[src/rtl/dk_pkg.sv]
// Shared types and constants for the Mario death/respawn controller.
package dk_pkg;

    localparam int unsigned LIVES_W = 2;
    localparam int unsigned FCNT_W  = 8;
    localparam int unsigned ANIM_W  = 2;

    localparam int unsigned DEF_START_LIVES  = 3;
    localparam int unsigned DEF_HIT_FRAMES   = 30;
    localparam int unsigned DEF_ANIM_FRAMES  = 8;
    localparam int unsigned DEF_ANIM_STEPS   = 4;
    localparam int unsigned DEF_GRACE_FRAMES = 120;

    typedef enum logic [2:0] {
        IDLE,
        PLAY,
        HIT,
        DYING,
        GRACE,
        OVER
    } death_state_t;

    typedef struct packed {
        logic               freeze;
        logic               dying;
        logic [ANIM_W-1:0]  anim_step;
        logic               mario_visible;
        logic               respawn;
        logic [LIVES_W-1:0] lives;
        logic               game_over;
    } death_out_t;

endpackage

[src/rtl/frame_timer.sv]
// Frame-tick counter with synchronous clear and a terminal-count compare,
// shared by every timed phase of the death controller.
module frame_timer
    import dk_pkg::*;
(
    input  logic              i_clk,
    input  logic              i_reset,
    input  logic              i_clear,
    input  logic              i_tick,
    input  logic [FCNT_W-1:0] i_term,
    output logic [FCNT_W-1:0] o_fcnt_nxt_c,
    output logic              o_done_c
);

    logic [FCNT_W-1:0] r_fcnt;

    // Clear wins over a coincident tick.
    always_comb begin
        o_fcnt_nxt_c = r_fcnt;
        if (i_clear) begin
            o_fcnt_nxt_c = '0;
        end else if (i_tick) begin
            o_fcnt_nxt_c = r_fcnt + FCNT_W'(1);
        end
    end

    assign o_done_c = i_tick && (r_fcnt == i_term);

    always_ff @(posedge i_clk) begin
        if (i_reset) begin
            r_fcnt <= '0;
        end else begin
            r_fcnt <= o_fcnt_nxt_c;
        end
    end

endmodule

[src/rtl/mario_death_ctrl.sv]
// Mario hit/death/respawn sequencer with lives and game-over handling.
// Define GRACE_BLINK_EN to blink Mario during post-respawn invulnerability.
module mario_death_ctrl
    import dk_pkg::*;
#(
    parameter int unsigned START_LIVES  = DEF_START_LIVES,
    parameter int unsigned HIT_FRAMES   = DEF_HIT_FRAMES,
    parameter int unsigned ANIM_FRAMES  = DEF_ANIM_FRAMES,
    parameter int unsigned ANIM_STEPS   = DEF_ANIM_STEPS,
    parameter int unsigned GRACE_FRAMES = DEF_GRACE_FRAMES
) (
    input  logic               Clk,
    input  logic               Reset,
    input  logic               frame_tick,
    input  logic               collision,
    input  logic               game_start,
    output logic               freeze,
    output logic               dying,
    output logic [ANIM_W-1:0]  anim_step,
    output logic               mario_visible,
    output logic               respawn,
    output logic [LIVES_W-1:0] lives,
    output logic               game_over
);

    localparam logic [FCNT_W-1:0]  HIT_TERM   = FCNT_W'(HIT_FRAMES - 1);
    localparam logic [FCNT_W-1:0]  ANIM_TERM  = FCNT_W'(ANIM_STEPS * ANIM_FRAMES - 1);
    localparam logic [FCNT_W-1:0]  GRACE_TERM = FCNT_W'(GRACE_FRAMES - 1);
    localparam logic [FCNT_W-1:0]  ANIM_DIV   = FCNT_W'(ANIM_FRAMES);
    localparam logic [LIVES_W-1:0] LIVES_INIT = LIVES_W'(START_LIVES);

    death_state_t       r_state;
    death_state_t       w_state_nxt;
    death_out_t         r_out;
    death_out_t         w_out_nxt;
    logic               w_clear;
    logic [FCNT_W-1:0]  w_term;
    logic [FCNT_W-1:0]  w_fcnt_nxt;
    logic               w_done;
    logic [LIVES_W-1:0] w_lives_nxt;
    logic               w_respawn_nxt;

    frame_timer u_frame_timer (
        .i_clk        (Clk),
        .i_reset      (Reset),
        .i_clear      (w_clear),
        .i_tick       (frame_tick),
        .i_term       (w_term),
        .o_fcnt_nxt_c (w_fcnt_nxt),
        .o_done_c     (w_done)
    );

    always_ff @(posedge Clk) begin
        if (Reset) begin
            r_state               <= IDLE;
            r_out.freeze          <= 1'b1;
            r_out.dying           <= 1'b0;
            r_out.anim_step       <= '0;
            r_out.mario_visible   <= 1'b1;
            r_out.respawn         <= 1'b0;
            r_out.lives           <= LIVES_INIT;
            r_out.game_over       <= 1'b0;
        end else begin
            r_state <= w_state_nxt;
            r_out   <= w_out_nxt;
        end
    end

    // Next state, timer control and lives bookkeeping.
    always_comb begin
        w_state_nxt   = r_state;
        w_clear       = 1'b0;
        w_term        = '0;
        w_lives_nxt   = r_out.lives;
        w_respawn_nxt = 1'b0;
        case (r_state)
            IDLE, OVER: begin
                w_clear = 1'b1;
                if (game_start) begin
                    w_lives_nxt   = LIVES_INIT;
                    w_respawn_nxt = 1'b1;
                    w_state_nxt   = PLAY;
                end
            end
            PLAY: begin
                w_clear = 1'b1;
                if (collision) begin
                    w_state_nxt = HIT;
                end
            end
            HIT: begin
                w_term = HIT_TERM;
                if (w_done) begin
                    w_clear     = 1'b1;
                    w_state_nxt = DYING;
                end
            end
            DYING: begin
                w_term = ANIM_TERM;
                if (w_done) begin
                    w_clear = 1'b1;
                    if (r_out.lives <= LIVES_W'(1)) begin
                        w_lives_nxt = '0;
                        w_state_nxt = OVER;
                    end else begin
                        w_lives_nxt   = r_out.lives - LIVES_W'(1);
                        w_respawn_nxt = 1'b1;
                        w_state_nxt   = GRACE;
                    end
                end
            end
            GRACE: begin
                w_term = GRACE_TERM;
                if (w_done) begin
                    w_clear     = 1'b1;
                    w_state_nxt = PLAY;
                end
            end
            default: begin
                w_clear     = 1'b1;
                w_state_nxt = IDLE;
            end
        endcase
    end

    // Outputs decoded from the upcoming state so they line up with it after the edge.
    always_comb begin
        w_out_nxt               = '0;
        w_out_nxt.freeze        = !((w_state_nxt == PLAY) || (w_state_nxt == GRACE));
        w_out_nxt.dying         = (w_state_nxt == DYING);
        w_out_nxt.anim_step     = (w_state_nxt == DYING) ? ANIM_W'(w_fcnt_nxt / ANIM_DIV) : '0;
        w_out_nxt.mario_visible = 1'b1;
`ifdef GRACE_BLINK_EN
        if (w_state_nxt == GRACE) begin
            w_out_nxt.mario_visible = ~w_fcnt_nxt[2];
        end
`else
`endif
        w_out_nxt.respawn       = w_respawn_nxt;
        w_out_nxt.lives         = w_lives_nxt;
        w_out_nxt.game_over     = (w_state_nxt == OVER);
    end

    assign freeze        = r_out.freeze;
    assign dying         = r_out.dying;
    assign anim_step     = r_out.anim_step;
    assign mario_visible = r_out.mario_visible;
    assign respawn       = r_out.respawn;
    assign lives         = r_out.lives;
    assign game_over     = r_out.game_over;

endmodule

[config.mk]
export PLATFORM = sky130hd
export DESIGN_NAME = mario_death_ctrl
export DESIGN_NICKNAME = d
export VERILOG_FILES = /design/src/rtl/dk_pkg.sv /design/src/rtl/frame_timer.sv /design/src/rtl/mario_death_ctrl.sv
export SDC_FILE = /design/constraint.sdc
export NUM_CORES = 1
export LEC_CHECK = 0
export CAP_MARGIN = 20
export CORE_MARGIN = 2
export CORE_UTILIZATION = 35
export CTS_CLUSTER_DIAMETER = 30
export DETAILED_ROUTE_END_ITERATION = 10
export PLACE_DENSITY = 0.63
export SYNTH_ARGS = -nofsm -noshare
export SYNTH_HDL_FRONTEND = slang
export SYNTH_HIERARCHICAL = 1
export SYNTH_SLANG_ARGS = --single-unit
[constraint.sdc]
create_clock -name Clk -period 6.8 [get_ports Clk]
set_input_delay 1.02 -clock Clk [delete_from_list [all_inputs] [get_ports Clk]]
set_output_delay 1.02 -clock Clk [all_outputs]
set_load 0.01 [all_outputs]
**Word level (Yosys, flattened, before mapping)**

Cells that the tools add are included.

- Flip-flop bits (word level): 20
- Bits in latches: 0
- Memory bits (writable): 0
- ROM bits: 0
- Output and inout port bits: 9
- Memories kept: 0

- Add/sub/neg operators: 2
- $mul: 0
- Div/mod/pow operators: 0
- Magnitude comparators: 1
- Equal/unequal tests: 12
- Shift operators: 0
- Mux-type cells: 20
- Bitwise operators: 1
- Reductions and logical operators: 10

Operator list:

| kind | count |
|---|---|
| case mux 7 bit (3 select lines) | 1 |
| 2-to-1 mux 3 bit | 5 |
| case mux 3 bit (5 select lines) | 1 |
| == test 3 bit (second input constant) | 4 |
| 2-to-1 mux 5 bit | 2 |
| == test 3 x 2 -> 1 bit (second input constant) | 3 |
| adder 8 x 1 -> 8 bit (second input constant) | 1 |
| == test 8 x 7 -> 1 bit | 1 |
| == test 3 x 1 -> 1 bit (second input constant) | 2 |
| 2-to-1 mux 1 bit | 6 |
| 2-to-1 mux 2 bit | 3 |
| OR reduction 2 bit | 3 |
| case mux 2 bit (2 select lines) | 1 |
| logical NOT 3 bit | 1 |
| AND reduction 3 bit | 1 |
| OR reduction 3 bit | 1 |
| <= comparator 2 x 1 -> 1 bit (second input constant) | 1 |
| != test 2 x 1 -> 1 bit (second input constant) | 1 |
| != test 2 bit (second input constant) | 1 |
| case mux 1 bit (2 select lines) | 1 |
| nonzero test 2 bit | 1 |
| subtractor 2 x 1 -> 2 bit (second input constant) | 1 |
| logical AND 1 bit | 1 |
| logical NOT 1 bit | 1 |
| other kinds (2) | 2 |

**Depth between registers and ports, before layout**

Gate-level depths: netlist of the first run.

- Depth in word-level cells: 9
- Gate-level depth with buffers: 10

**Hierarchy**

Netlist of the first run, hierarchy kept.

By module, submodules not included:

| module | instances | cells an instance | area each (µm²) |
|---|---|---|---|
| mario_death_ctrl | 1 | 56 | 516.7 |
| frame_timer | 1 | 57 | 467.9 |

**Least setup slack after synthesis of the first run**

No wires, ideal clock.

- Kind: register to register
- Start point: reg r_state[0]
- End point: reg anim_step[0] (netlist name)
- Setup time: 0.115 ns
- Data arrival time: 2.318 ns
- Data required time: 6.685 ns
- Setup slack: 4.366 ns
- Stages on the path, launching flop included: 11
- Path buffers: 2
- Period minus slack after synthesis: 2.434 ns
- Cells stage by stage: dfxtp_1 > buf_2 > nor3b_2 > or2_2 > xnor2_1 > nand4_1 > nor3_1 > nand2b_1 > buf_1 > nor2_1 > and3_1

RTL lines:

| item | line | text |
|---|---|---|
| start: declaration | mario_death_ctrl.sv:32 | `death_state_t r_state;` |
| start signal: assignment | mario_death_ctrl.sv:64 | `r_state <= w_state_nxt;` |
| == test 3 bit / == test 3 x 2 -> 1 bit (equally long branches) | mario_death_ctrl.sv:76 | `case (r_state)` |
| case mux 7 bit (3 select lines) (*) | mario_death_ctrl.sv:76 |  |
| named net w_term[5] | mario_death_ctrl.sv:37 | `logic [FCNT_W-1:0] w_term;` |
| == test 8 x 7 -> 1 bit (*) | frame_timer.sv:27 | `assign o_done_c = i_tick && (r_fcnt == i_term);` |
| logical AND 1 bit (*) | frame_timer.sv:27 |  |
| named net w_done | mario_death_ctrl.sv:39 | `logic w_done;` |
| 2-to-1 mux 1 bit (*) | mario_death_ctrl.sv:93, mario_death_ctrl.sv:100, mario_death_ctrl.sv:114 |  |
| 2-to-1 mux 1 bit (*) | n/a |  |
| named net w_clear | mario_death_ctrl.sv:36 | `logic w_clear;` |
| 2-to-1 mux 5 bit (*) | frame_timer.sv:20 | `if (i_clear) begin` |
| named net w_fcnt_nxt[3] | mario_death_ctrl.sv:38 | `logic [FCNT_W-1:0] w_fcnt_nxt;` |

Mark *: on every way through the listed nets, which the timed path passes. The rest lies on a longest branch.
A chain may end at the register's enable or synchronous reset.

**Worst setup path in the final report of the first run**

- Start point: reg r_state[2]
- End point: reg freeze (netlist name)

- Cells in the longest elaborated chain, start to end: 9

Ends and longest elaborated chain:

| item | line | text |
|---|---|---|
| == test 3 bit / == test 3 x 2 -> 1 bit (equally long branches) | mario_death_ctrl.sv:76 |  |
| case mux 7 bit (3 select lines) (*) | mario_death_ctrl.sv:76 |  |
| named net w_term[5] | mario_death_ctrl.sv:37 |  |
| == test 8 x 7 -> 1 bit (*) | frame_timer.sv:27 |  |
| logical AND 1 bit (*) | frame_timer.sv:27 |  |
| named net w_done | mario_death_ctrl.sv:39 |  |
| 2-to-1 mux 3 bit, on equally long branches | mario_death_ctrl.sv:114, mario_death_ctrl.sv:93, mario_death_ctrl.sv:100 |  |
| case mux 3 bit (5 select lines) (*) | mario_death_ctrl.sv:76 |  |
| == test 3 x 1 -> 1 bit / == test 3 bit (equally long branches) | mario_death_ctrl.sv:129 | `w_out_nxt.freeze = !((w_state_nxt == PLAY) \|\| (w_state_nxt == GRACE));` |
| logical OR 1 bit (*) | mario_death_ctrl.sv:129 |  |
| logical NOT 1 bit (*) | mario_death_ctrl.sv:129 |  |

Marked as above.

==> reports/qor.csv, run 1 <==
metric;value;unit
router iterations before antenna repair;4;
# Max-Cap Violations;0;
combinational power share;0.153;
fraction of layout cells with a size suffix above 1;0.109;
switching power;0.0560;mW
first-pass GRT wire length;3.35;mm
grt ovf;0;
vias;777;
clock power share;0.280;
slack of the worst reg-to-reg path;3.88;ns
DRC Markers;0;
largest net degree at the start of global routing;12;
hold-fix buffers at CTS;0;
fmax;342;MHz
Netlist Area Pre-Place;958;sq um
CP max stage cell;nor3_1;
Critical Path Sink Type;flip-flop;
minimum clock period;2.92;ns
DR vias/cell;5.21;
critical path class;flip-flop to flip-flop;
WL final;1.91;mm
arrival time at the worst endpoint;3.12;ns
syn nets;113;
antenna diode count;0;
Slew @ Worst Pin;0.739;ns
M3 GR Usage;0.0161;
final slew viol count;0;
Core Box Area;2540;sq um
antenna violations before repair;0;
Clock Tree Buf Depth;2;
clock latency on the worst-skew pair;0.30;ns
Ys Warns;6;
FF-to-FF path depth;9;
grt met2 use;0.235;
Post-Syn Instances;107;
Worst path max stage delay;0.62;ns
clk_skew;0.00705;ns
Die Area;3170;sq um
worst-path fanout max;9;
Crit path max-delay family;simple AND/OR/NAND/NOR gates;
DR iter-0 viols;14;
post-CTS sizing;0;
fin nets;126;
CTS buffer count;3;
VDD IR max;126;uV
Die H;56.3;um
Core Util, Final;0.440;
Filler cells;270;
Final HPWL DP;1.48;mm
HP Start;lives[0];
Std-Cell Rows;18;
Flop pwr share;0.567;
CTS tree;yes;
internal power;0.152;mW
Worst Hold Depth;2;
Syn-to-layout area delta;16.8;%
final-report setup violation count;0;
LEAKAGE;0.407;nW
GPL Wtd Cong;0.740;
Final Hold Viols;0;
Initial Util;0.377;
r2r endpoint;freeze;
Setup crit start kind;flip-flop;
number of global-route vias before repair;764;
# clock sinks;19;
cell mode on critical path;mux2i_1;
Avg WL per Cell;12.8;um
ANT nets after route;0;
# IOs;14;
Worst Path Buf+Inv;0;
Final Cycle Share;0.430;
post-route setup TNS;0;ns
crit-path cells;nor3b_2 -> or2_2 -> xnor2_1 -> nand4_1 -> nor3_1 -> mux2i_1 -> a31oi_1 -> nor3b_1 -> mux2i_1;
average size of a mapped cell;8.96;sq um
worst min path class;flip-flop to flip-flop;
PwrDens;186;nW/um^2
total power;0.208;mW
GR peak layer;met2;
RSZ-0062 raised after global routing;false;
Setup Buffers After CTS;0;
RR Startpoint;r_state[2];
Sw Share;0.269;
met1 Use GR;0.153;
slew margin rel.;0.504;
Worst-path clk slew;0.12;ns
Worst Path Required;7.00;ns
run status;completed;
Port Buffer Count;12;
Worst Hold End;lives[0];
overall die width;56.3;um
GRT Util Overall;0.131;
clock root buffer;clkbuf_4;
H-Tree Level Count;1;
[state kept, by name, summed over array words and instances, names as in the netlist]
register              cells
u_frame_timer/r_fcnt      8
r_state                   3
game_over                 1
lives                     2
respawn                   1
dying                     1
anim_step                 2
freeze                    1
[cell usage in the layout (no fill, tap or decap), drive strengths merged, types with 2 or more instances in the layout]
cell	count
a21oi	5
and2b	2
and3	3
clkbuf	3
clkdlybuf4s50	12
conb	2
dfxtp	19
inv	2
mux2i	3
nand2	9
nand2b	2
nand3	3
nand4	4
nor2	6
nor2b	3
nor3	6
nor3b	2
o21ai	4
or2	3
or3	3
xnor2	10
xor2	3
[metal layers]
layer | vias to the layer above | wire, um
met3 | 4 | 38
met1 | 371 | 883
met4 | 0 | 30
met2 | 10 | 960
li1 | 392 | -
met5 | - | 0
[cell type report]
class                           instances  area (sq um)  area share
Sequential cell                        19           380       0.340
Clock buffer                            3          22.5      0.0201
Tap cell                               30          37.5      0.0335
Timing Repair Buffer                   12           120       0.107
Clock inverter                          1          5.00     0.00447
Inverter                                2          7.51     0.00670
Multi-Input combinational cell         82           547       0.488
[metrics by stage]
stage	cell area [sq um]	instances	worst slack (ns)	hold WS, ns
6_report	1120	149	3.88	0.518
5_1_grt	1120	149	3.61	0.571
4_1_cts	1120	149	3.92	0.521
3_5_place_dp	1090	145	3.61	0.505
3_3_place_gp	1090	145	3.67	0.487
2_1_floorplan	958	107	4.38	0.474
[worst max-delay path by stage]
stage	from	end	slack (ns)	cells after the start
3_5_place_dp	frame_tick	freeze	3.61	7
6_report	r_state[2]	freeze	3.88	9
3_3_place_gp	frame_tick	freeze	3.67	7
4_1_cts	r_state[2]	freeze	3.92	9
2_1_floorplan	r_state[0]	freeze	4.38	10
5_1_grt	r_state[2]	freeze	3.61	9
[power by group through the flow]
stage	clock, mW	combinational (mW)	sequential [mW]
floorplan	0	0.0237	0.119
global placement	0	0.0311	0.120
detailed placement	0	0.0317	0.121
CTS	0.0601	0.0319	0.118
global route	0.0660	0.0350	0.119
finish	0.0583	0.0318	0.118
[tightest hold or removal path: stages (launching register included)]
cell	delay, ns
dfxtp_1	0.35
nand2_1	0.07
nand3_1	0.06
(Power assumes the default switching activity.)
==> inputs of run 2 (changes only) <==
==> constraint.sdc (replaced) <==
create_clock -name Clk -period 2.7 [get_ports Clk]
set_input_delay 0.405 -clock Clk [delete_from_list [all_inputs] [get_ports Clk]]
set_output_delay 0.405 -clock Clk [all_outputs]
set_load 0.01 [all_outputs]
==> run 2 against run 1 <==
  * Clock power is 150% higher
  * Clock-buffer cell count unchanged
  * Cell count rose by 0.67%
  * First-iteration DRC count did not move
  * Global-route usage fell by 1.2 points
  * Combinational power rose to 2.6 times the previous value
  * Highest routed layer unchanged
==> reports/qor.csv, run 2 (same netlist as run 1, synthesis figures left out) <==
metric;value;unit
antenna violations before repair;0;
clock latency on the worst-skew pair;0.30;ns
CP max stage cell;dfxtp_2;
Filler cells;242;
Largest register FFs;8;
Die Area;3170;sq um
largest net degree at the start of global routing;12;
GRT Util Overall;0.119;
Port Buffer Count;12;
commonest non-fill, non-tap cell in the layout;dfxtp_1;
WL final;1.82;mm
Worst Hold Depth;2;
grt ovf;0;
run status;completed;
slack of the worst reg-to-reg path;0.27;ns
FF-to-FF path depth;10;
Worst Hold End;u_frame_timer/r_fcnt[7];
Setup crit start kind;flip-flop;
LEAKAGE;0.412;nW
Clock Tree Buf Depth;2;
clk_skew;0.00974;ns
Core Box Area;2540;sq um
Min Hold Slack;0.508;ns
HP Start;u_frame_timer/r_fcnt[7];
RSZ-0062 raised after global routing;false;
Final Hold Viols;0;
number of global-route vias before repair;714;
dpl ws;0.172;ns
CTS buffer count;3;
Std-Cell Rows;18;
Worst-path clk slew;0.12;ns
VDD IR max;232;uV
ANT nets after route;0;
DRC Markers;0;
clock root buffer;clkbuf_4;
router iterations before antenna repair;4;
Final HPWL DP;1.34;mm
worst-path fanout max;9;
H-Tree Level Count;1;
Critical Path Sink Type;flip-flop;
Worst Path Buf+Inv;1;
Avg WL per Cell;12.1;um
overall die width;56.3;um
RR Startpoint;r_state[2];
worst setup margin;0.266;ns
CTS tree;yes;
DR vias/cell;5.19;
first-pass GRT wire length;2.99;mm
final slew viol count;0;
Syn-to-layout area delta;18.5;%
Setup Buffers After CTS;0;
DR iter-0 viols;14;
final-report setup violation count;0;
total power;0.525;mW
r2r endpoint;freeze;
Crit path max-delay family;simple AND/OR/NAND/NOR gates;
Final Cycle Share;0.902;
crit-path cells;and2b_4 -> or2_2 -> xnor2_1 -> nand4_1 -> nor3_1 -> buf_4 -> mux2i_1 -> a31oi_1 -> nor3b_1 -> mux2i_1;
# clock sinks;19;
minimum clock period;2.43;ns
vias;779;
fraction of layout cells with a size suffix above 1;0.133;
Reg with most FFs;u_frame_timer/r_fcnt;
post-route setup TNS;0;ns
# IOs;14;
Worst path max stage delay;0.41;ns
Worst Path Required;2.89;ns
critical path class;flip-flop to flip-flop;
GPL Wtd Cong;0.741;
Die H;56.3;um
PwrDens;462;nW/um^2
Initial Util;0.377;
arrival time at the worst endpoint;2.63;ns
# Max-Cap Violations;0;
antenna diode count;0;
cell mode on critical path;mux2i_1;
Top Registers;u_frame_timer/r_fcnt x8, r_state x3;
fmax;411;MHz
worst min path class;flip-flop to flip-flop;
fin nets;127;
commonest cells after routing, fill and taps aside;dfxtp_1, clkdlybuf4s50_1, xnor2_1, nand2_1, nor2_1;
run 2: report_power, final:
part	switching (mW)	total, mW	leakage, nW	internal (mW)
Combinational	0.0404	0.0826	0.239	0.0422
Sequential	0.00999	0.298	0.155	0.288
Clock	0.0892	0.144	0.0177	0.0551
Total	0.140	0.525	0.412	0.385
run 2: worst max path at each step:
stage	to	cells past startpoint	from
floorplan	freeze	10	r_state[0]
global placement	freeze	10	r_state[0]
detailed placement	freeze	10	r_state[0]
CTS	freeze	10	r_state[0]
global route	freeze	10	r_state[1]
finish	freeze	10	r_state[2]
run 2: layout make-up:
class	count	area [sq um]	share of cell area
timing repair buffer	13	128	0.112
multi-input combinational	82	553	0.487
inverter	2	7.51	0.00661
sequential	19	383	0.337
tap	30	37.5	0.0330
clock inverter	1	5.00	0.00441
clock buffer	3	22.5	0.0198
run 2: worst reg2reg max path: stages, from the launching register on:
cell,delay (ns)
dfxtp_2,0.41
and2b_4,0.23
or2_2,0.33
xnor2_1,0.17
nand4_1,0.11
nor3_1,0.19
buf_4,0.18
mux2i_1,0.07
a31oi_1,0.32
nor3b_1,0.24
mux2i_1,0.10
run 2: through the flow:
| stage | utilization | instance area, sq um | std cells |
|---|---|---|---|
| 2_1_floorplan | - | 958 | 107 |
| 3_5_place_dp | 0.432 | 1100 | 146 |
| 6_report | 0.446 | 1140 | 150 |
| 4_1_cts | 0.443 | 1130 | 150 |
| 5_1_grt | 0.446 | 1140 | 150 |
| 3_3_place_gp | 0.432 | 1100 | 146 |
run 2: routing by layer:
metal | up-vias | global-route usage | wire [um]
met3 | 2 | 0.0207 | 31
met5 | - | 0 | 0
met1 | 373 | 0.145 | 885
met4 | 0 | 0.0748 | 27
met2 | 10 | 0.192 | 871
li1 | 394 | - | -
run 2: what timing repair did:
item,CTS,global route
endpoints found under the setup margin,0,5
hold buffers,0,0
resized for setup,0,3
